===== config.mk =====
export PLATFORM = sky130hd
export DESIGN_NAME = riscv32_lsu
export DESIGN_NICKNAME = d
export VERILOG_FILES = /design/src/rtl/riscv32_lsu_pkg.sv /design/src/rtl/riscv32_lsu_align.sv /design/src/rtl/riscv32_lsu.sv
export SDC_FILE = /design/constraint.sdc
export NUM_CORES = 1
export LEC_CHECK = 0
export CAP_MARGIN = 10
export CORE_UTILIZATION = 45
export CTS_BUF_LIST = sky130_fd_sc_hd__clkbuf_4 sky130_fd_sc_hd__clkbuf_8
export DETAILED_ROUTE_END_ITERATION = 10
export PLACE_DENSITY = 0.84
export SLEW_MARGIN = 20
export SYNTH_ARGS = -nofsm -noshare
export SYNTH_HDL_FRONTEND = slang
export SYNTH_SLANG_ARGS = --single-unit

===== constraint.sdc =====
create_clock -name clock -period 4.7 [get_ports clock]
set_clock_uncertainty 0.1 [all_clocks]
set_input_delay 0.94 -clock clock [delete_from_list [all_inputs] [get_ports clock]]
set_output_delay 0.94 -clock clock [all_outputs]
set_load 0.005 [all_outputs]

===== src/rtl/riscv32_lsu_pkg.sv =====
// Shared types and constants for the RV32I load/store unit.
// Holds funct3 encodings, the 2-bit FSM state encoding and the request legality check.
package riscv32_lsu_pkg;

  localparam logic [2:0] LSU_F3_B  = 3'b000;
  localparam logic [2:0] LSU_F3_H  = 3'b001;
  localparam logic [2:0] LSU_F3_W  = 3'b010;
  localparam logic [2:0] LSU_F3_BU = 3'b100;
  localparam logic [2:0] LSU_F3_HU = 3'b101;

  typedef enum logic [1:0] {
    ST_IDLE     = 2'b00,
    ST_RD_ISSUE = 2'b01,
    ST_RD_DATA  = 2'b10,
    ST_WR_ISSUE = 2'b11
  } lsu_state_t;

  // Any request that must be answered with resp_err instead of touching the RAM.
  function automatic logic lsu_req_err(input logic       wr,
                                       input logic [2:0] f3,
                                       input logic [1:0] off,
                                       input logic       out_of_range);
    logic bad;
    bad = out_of_range || (wr && f3[2]);
    case (f3)
      LSU_F3_H, LSU_F3_HU:    bad = bad || off[0];
      LSU_F3_W:               bad = bad || (off != 2'b00);
      3'b011, 3'b110, 3'b111: bad = 1'b1;
      default:                bad = bad;
    endcase
    return bad;
  endfunction

endpackage


===== src/rtl/riscv32_lsu_align.sv =====
// Byte-lane steering: load extract/extend and sub-word store merge.
// Purely combinational; lanes are little-endian within the 32-bit word.
module riscv32_lsu_align
  import riscv32_lsu_pkg::*;
(
  input  logic [31:0] word,
  input  logic [1:0]  off,
  input  logic [2:0]  funct3,
  input  logic [31:0] wdata,
  output logic [31:0] load_data,
  output logic [31:0] merged
);

  logic [7:0]  lane_b;
  logic [15:0] lane_h;

  always_comb begin
    lane_b = word[{off, 3'b000} +: 8];
    lane_h = word[{off[1], 4'b0000} +: 16];

    load_data = word;
    case (funct3)
      LSU_F3_B:  load_data = {{24{lane_b[7]}}, lane_b};
      LSU_F3_H:  load_data = {{16{lane_h[15]}}, lane_h};
      LSU_F3_BU: load_data = {24'd0, lane_b};
      LSU_F3_HU: load_data = {16'd0, lane_h};
      default:   load_data = word;
    endcase

    merged = word;
    case (funct3)
      LSU_F3_B: merged[{off, 3'b000} +: 8]     = wdata[7:0];
      LSU_F3_H: merged[{off[1], 4'b0000} +: 16] = wdata[15:0];
      default:  merged = word;
    endcase
  end

endmodule


===== src/rtl/riscv32_lsu.sv =====
// RV32I load/store unit driving a word-wide single-port RAM with 1-cycle read latency.
// Sub-word stores are done as read-modify-write since the RAM has no byte enables.
//
// state       | meaning
// ST_IDLE     | waiting for a request; req_ready high
// ST_RD_ISSUE | RAM read enabled for the latched word address
// ST_RD_DATA  | mem_rdata valid; load result or merged store word captured
// ST_WR_ISSUE | RAM write of mem_wdata
module riscv32_lsu
  import riscv32_lsu_pkg::*;
#(
  parameter int MEM_ADDR_BITS = 16
) (
  input  logic        clock,
  input  logic        reset_n,
  input  logic        req_valid,
  output logic        req_ready,
  input  logic        req_wr,
  input  logic [2:0]  req_funct3,
  input  logic [31:0] req_addr,
  input  logic [31:0] req_wdata,
  output logic        resp_valid,
  output logic [31:0] resp_rdata,
  output logic        resp_err,
  output logic        mem_en,
  output logic        mem_wen,
  output logic [31:0] mem_addr,
  output logic [31:0] mem_wdata,
  input  logic [31:0] mem_rdata
);

  lsu_state_t  state, state_next;
  logic        accept;
  logic        req_bad;
  logic        out_of_range;
  logic        wr_q;
  logic [2:0]  funct3_q;
  logic [1:0]  off_q;
  logic [31:0] wdata_q;
  logic [31:0] load_data;
  logic [31:0] merged;

  assign req_ready    = reset_n && (state == ST_IDLE);
  assign accept       = req_valid && req_ready;
  assign out_of_range = (req_addr >> MEM_ADDR_BITS) != 32'd0;
  assign req_bad      = lsu_req_err(req_wr, req_funct3, req_addr[1:0], out_of_range);

  riscv32_lsu_align u_align (
    .word      (mem_rdata),
    .off       (off_q),
    .funct3    (funct3_q),
    .wdata     (wdata_q),
    .load_data (load_data),
    .merged    (merged)
  );

  always_ff @(posedge clock) begin
    if (!reset_n) state <= ST_IDLE;
    else          state <= state_next;
  end

  always_comb begin
    state_next = state;
    mem_en     = 1'b0;
    mem_wen    = 1'b0;
    case (state)
      ST_IDLE: begin
        if (accept && !req_bad)
          state_next = (req_wr && req_funct3 == LSU_F3_W) ? ST_WR_ISSUE : ST_RD_ISSUE;
      end
      ST_RD_ISSUE: begin
        mem_en     = 1'b1;
        state_next = ST_RD_DATA;
      end
      ST_RD_DATA: begin
        state_next = wr_q ? ST_WR_ISSUE : ST_IDLE;
      end
      ST_WR_ISSUE: begin
        mem_en     = 1'b1;
        mem_wen    = 1'b1;
        state_next = ST_IDLE;
      end
      default: state_next = ST_IDLE;
    endcase
  end

  // Datapath registers; response fields default to zero so resp_valid is a single pulse.
  always_ff @(posedge clock) begin
    if (!reset_n) begin
      wr_q       <= 1'b0;
      funct3_q   <= 3'b000;
      off_q      <= 2'b00;
      wdata_q    <= 32'd0;
      mem_addr   <= 32'd0;
      mem_wdata  <= 32'd0;
      resp_valid <= 1'b0;
      resp_err   <= 1'b0;
      resp_rdata <= 32'd0;
    end else begin
      resp_valid <= 1'b0;
      resp_err   <= 1'b0;
      resp_rdata <= 32'd0;
      case (state)
        ST_IDLE: begin
          if (accept) begin
            wr_q     <= req_wr;
            funct3_q <= req_funct3;
            off_q    <= req_addr[1:0];
            wdata_q  <= req_wdata;
            if (req_bad) begin
              resp_valid <= 1'b1;
              resp_err   <= 1'b1;
            end else begin
              mem_addr <= {req_addr[31:2], 2'b00};
              if (req_wr && req_funct3 == LSU_F3_W) mem_wdata <= req_wdata;
            end
          end
        end
        ST_RD_DATA: begin
          if (wr_q) begin
            mem_wdata <= merged;
          end else begin
            resp_valid <= 1'b1;
            resp_rdata <= load_data;
          end
        end
        ST_WR_ISSUE: resp_valid <= 1'b1;
        default: ;
      endcase
    end
  end

endmodule


==> flow_metrics.py <==
metrics = {
    "floorplanning": {
        "start_util_pct": 46.8,
        "coreArea_sq_um": 11600,
        "die-area_sq_um": 12500,
        "io_pins": 204,
        "rows": 39,
        "die_y_microns": 112,
        "die_x_microns": 112,
    },
    "synthesis": {
        "synthMuxAreaShare_pct": 9.28,
        "synthAdderAreaFrac_pct": 1.15,
        "ys_ff_latch": 120,
        "syn_avg_cell_area_sq_um": 8.77,
        "async_reset_ff_share_pct": 0,
        "synth-compound-area-share_pct": 21.8,
        "synthXorXnorAreaFrac_pct": 0,
        "synthFlopType": "dfxtp_1",
        "synth.largest_area_cell": "dfxtp_1",
        "synth_edf_count": 0,
        "synth.most_common_cell": "nand2_1",
        "ys_seq_area_share_pct": 44.2,
        "ys_warn_count": 0,
        "synthesis.instances": 620,
        "synth_top_area_share_pct": 44.2,
        "yosysUniqueCellTypes": 46,
        "synth_area_sq_um": 5440,
        "yosys.area_share.simple_pct": 17.2,
        "synth_top_family_by_area": "compound AO/OA/AOI/OAI gates",
        "yosys-top-cells-count": "123 x nand2_1, 120 x dfxtp_1, 47 x mux2i_1",
        "synth.area.top_cells": "dfxtp_1 44%, mux2i_1 8.7%, nand2_1 8.5%",
    },
    "setup_path": {
        "worstSetupPathType": "reg2reg",
        "r2r_slack_ns": 1.41,
        "cp_slowest_stage_delay_ns": 0.92,
        "r2r-end": "mem_wdata[23]",
        "crit_path_end_kind": "flop",
        "cp_slowest_cell": "dfxtp_1",
        "cp-endpoint": "mem_wdata[23]",
        "crit_chain": "inv_1 -> ha_1 -> nand2_1 -> o41ai_4 -> a221o_1 -> o211ai_1 -> mux2i_1",
        "r2r_cells": 7,
        "cp_max_fo": 25,
        "required_ns": 4.97,
        "worstSetupStartpoint": "off_q[1]",
        "r2r-start": "off_q[1]",
        "start_kind": "flop",
        "crit_arrival_ns": 3.55,
    },
    "route": {
        "antenna_left": 0,
        "first_pass_iters": 9,
        "drt_iter0_drc": 514,
        "totalWireLength_microns": 18000,
        "viasPerCell": 5.72,
        "drc_errors": 14,
        "via_count": 5470,
        "routedWlPerCell_microns": 18.8,
    },
    "timing": {
        "setup_tns_ns": 0,
        "rsz0062_at_grt": "no",
        "max_freq_mhz": 304,
        "period_needed_ns": 3.29,
        "worst_slew_pin_slew_ns": 1.06,
        "max_slew_margin_pct": 29.6,
        "finalMaxSlewViolations": 0,
        "period_share_pct": 70.0,
        "hold_violations": 0,
        "finalSetupViolations": 0,
    },
    "worst_hold_path": {
        "worst_hold_path_type": "reg2reg",
    },
    "layout": {
        "multi_input_area_sq_um": 2710,
        "syn_to_final_growth_pct": 45.8,
        "fillers": 966,
        "antenna_cells": 0,
        "utilization_pct": 68.2,
        "regArea_sq_um": 2400,
        "nets": 908,
        "drive_gt1_share_pct": 6.52,
    },
    "global_route": {
        "antenna_found_initial": 0,
        "grt_pass1_wl_microns": 28100,
        "grt_max_degree": 120,
        "grt_pass1_vias": 5300,
        "track_usage_pct": 29.0,
        "gr-total-overflow": 0,
    },
    "status": {
        "violations": "design-rule violations",
        "status": "complete, but fails checks",
    },
    "place": {
        "post-dp-hpwl_microns": 13300,
        "globalplace.congestion": 0.951,
        "port_buffers": 201,
    },
    "power_and_ir_drop": {
        "power.leakage_nw": 3.04,
        "power_density_nw_per_um2": 300,
        "irDropWorstVdd_v": 0.000168,
    },
    "run": {
        "maxCapViolCount": 0,
    },
    "cts": {
        "cts_buffers": 17,
        "cts_tree": "done",
        "cts_setup_buffers": 0,
        "cts_root_buf": "clkbuf_8",
        "cts_buffer_depth": 2,
        "hold_buffers": 0,
        "cts_resized": 0,
        "htree_levels": 4,
        "cts.sinks": 120,
        "clkLatencyLatePin_ns": 0.44,
        "clk_pin_slew_ns": 0.07,
    },
}
==> worst min path at each step <==
stage          depth (start not counted)     startpoint            end  slack [ns]
2_1_floorplan                          2    wdata_q[10]    wdata_q[10]        0.35
3_5_place_dp                           2  mem_wdata[13]  mem_wdata[13]        0.35
3_3_place_gp                           2  mem_wdata[24]  mem_wdata[24]        0.35
6_report                               2  mem_wdata[10]  mem_wdata[10]        0.36
5_1_grt                                2   mem_wdata[8]   mem_wdata[8]        0.39
4_1_cts                                2  mem_wdata[13]  mem_wdata[13]        0.37
==> where the power goes <==
group / internal (mW) / leakage [nW] / switching (mW) / total (mW)
clock: 0.613 / 0.229 / 0.446 / 1.06
combinational: 0.125 / 1.84 / 0.139 / 0.264
sequential: 1.03 / 0.971 / 0.0268 / 1.06
==> critical path, delay by kind of cell, from the launching register on <==
family                     cells  cell delay, ns
AOI/OAI and AO/OA              3            0.85
adders and majority gates      1            0.50
DFF                            1            0.92
and+or+nand+nor                1            0.10
buffers and inverters          1            0.53
muxes                          1            0.20
==> sequential cells by signal (all words and copies together), names as in the netlist <==
register,count
off_q,2
funct3_q,3
state,2
mem_addr,30
wr_q,1
mem_wdata,32
resp_valid,1
resp_rdata,32
resp_err,1
wdata_q,16
==> final cells by class <==
| class | count | area share (%) |
|---|---|---|
| repair buffers | 210 | 26.2 |
| clock inverters | 13 | 2.43 |
| multi-input cells | 423 | 34.2 |
| flip-flops and latches | 120 | 30.3 |
| inverters | 28 | 1.33 |
| clock buffers | 19 | 3.30 |
| well taps | 143 | 2.26 |
==> cells by family after synthesis <==
group,count (synthesis)
DFF,120
and+or+nand+nor,194
other,1
buffers and inverters,78
muxes,50
AOI/OAI and AO/OA,172
adders and majority gates,5
==> cell usage in the layout, fill, tap and decap left out, types with 2 or more instances in the layout <==
master           synthesis  routed
a211oi_1                 8       8
a21boi_1                 2       2
a21oi_1                 37      37
a221o_1                 24      24
a221oi_1                 9       9
and3_1                  16      16
buf_4                    5       9
bufinv_16                0       4
clkbuf_8                 0      19
clkdlybuf4s50_1          0     200
clkinv_2                 0       2
clkinv_4                 0       3
conb_1                   1       2
dfxtp_1                120     120
ha_1                     5       5
inv_1                   28      28
inv_6                    0       2
mux2_2                   3       3
mux2i_1                 47      47
nand2_1                123     123
nand2b_1                 5       5
nor2_1                   8       8
nor2b_1                 16      15
nor4_1                   5       5
o211ai_1                33      33
o21ai_0                 46      46
o221ai_1                 8       8
or3_1                    7       7
==> through the flow <==
step,worst slack [ns],power (mW),instances,hold WS (ns),cell area (sq um)
floorplan,2.29,1.19,621,0.349,5440
global route,1.24,2.46,956,0.390,7920
global placement,1.49,1.33,923,0.346,7460
detailed placement,1.38,1.34,923,0.353,7460
CTS,1.53,2.38,955,0.369,7920
finish,1.41,2.38,956,0.365,7920
==> per-layer routing <==
| layer | up-vias | part of all wire (%) | track usage (%) |
|---|---|---|---|
| met5 | - | 0 | 0 |
| li1 | 2571 | - | - |
| met4 | 0 | 3.0 | 11.6 |
| met1 | 2556 | 42 | 37.9 |
| met2 | 302 | 46 | 45.8 |
| met3 | 41 | 8.7 | 7.19 |
Note: power is estimated with default switching activity, not from simulation.
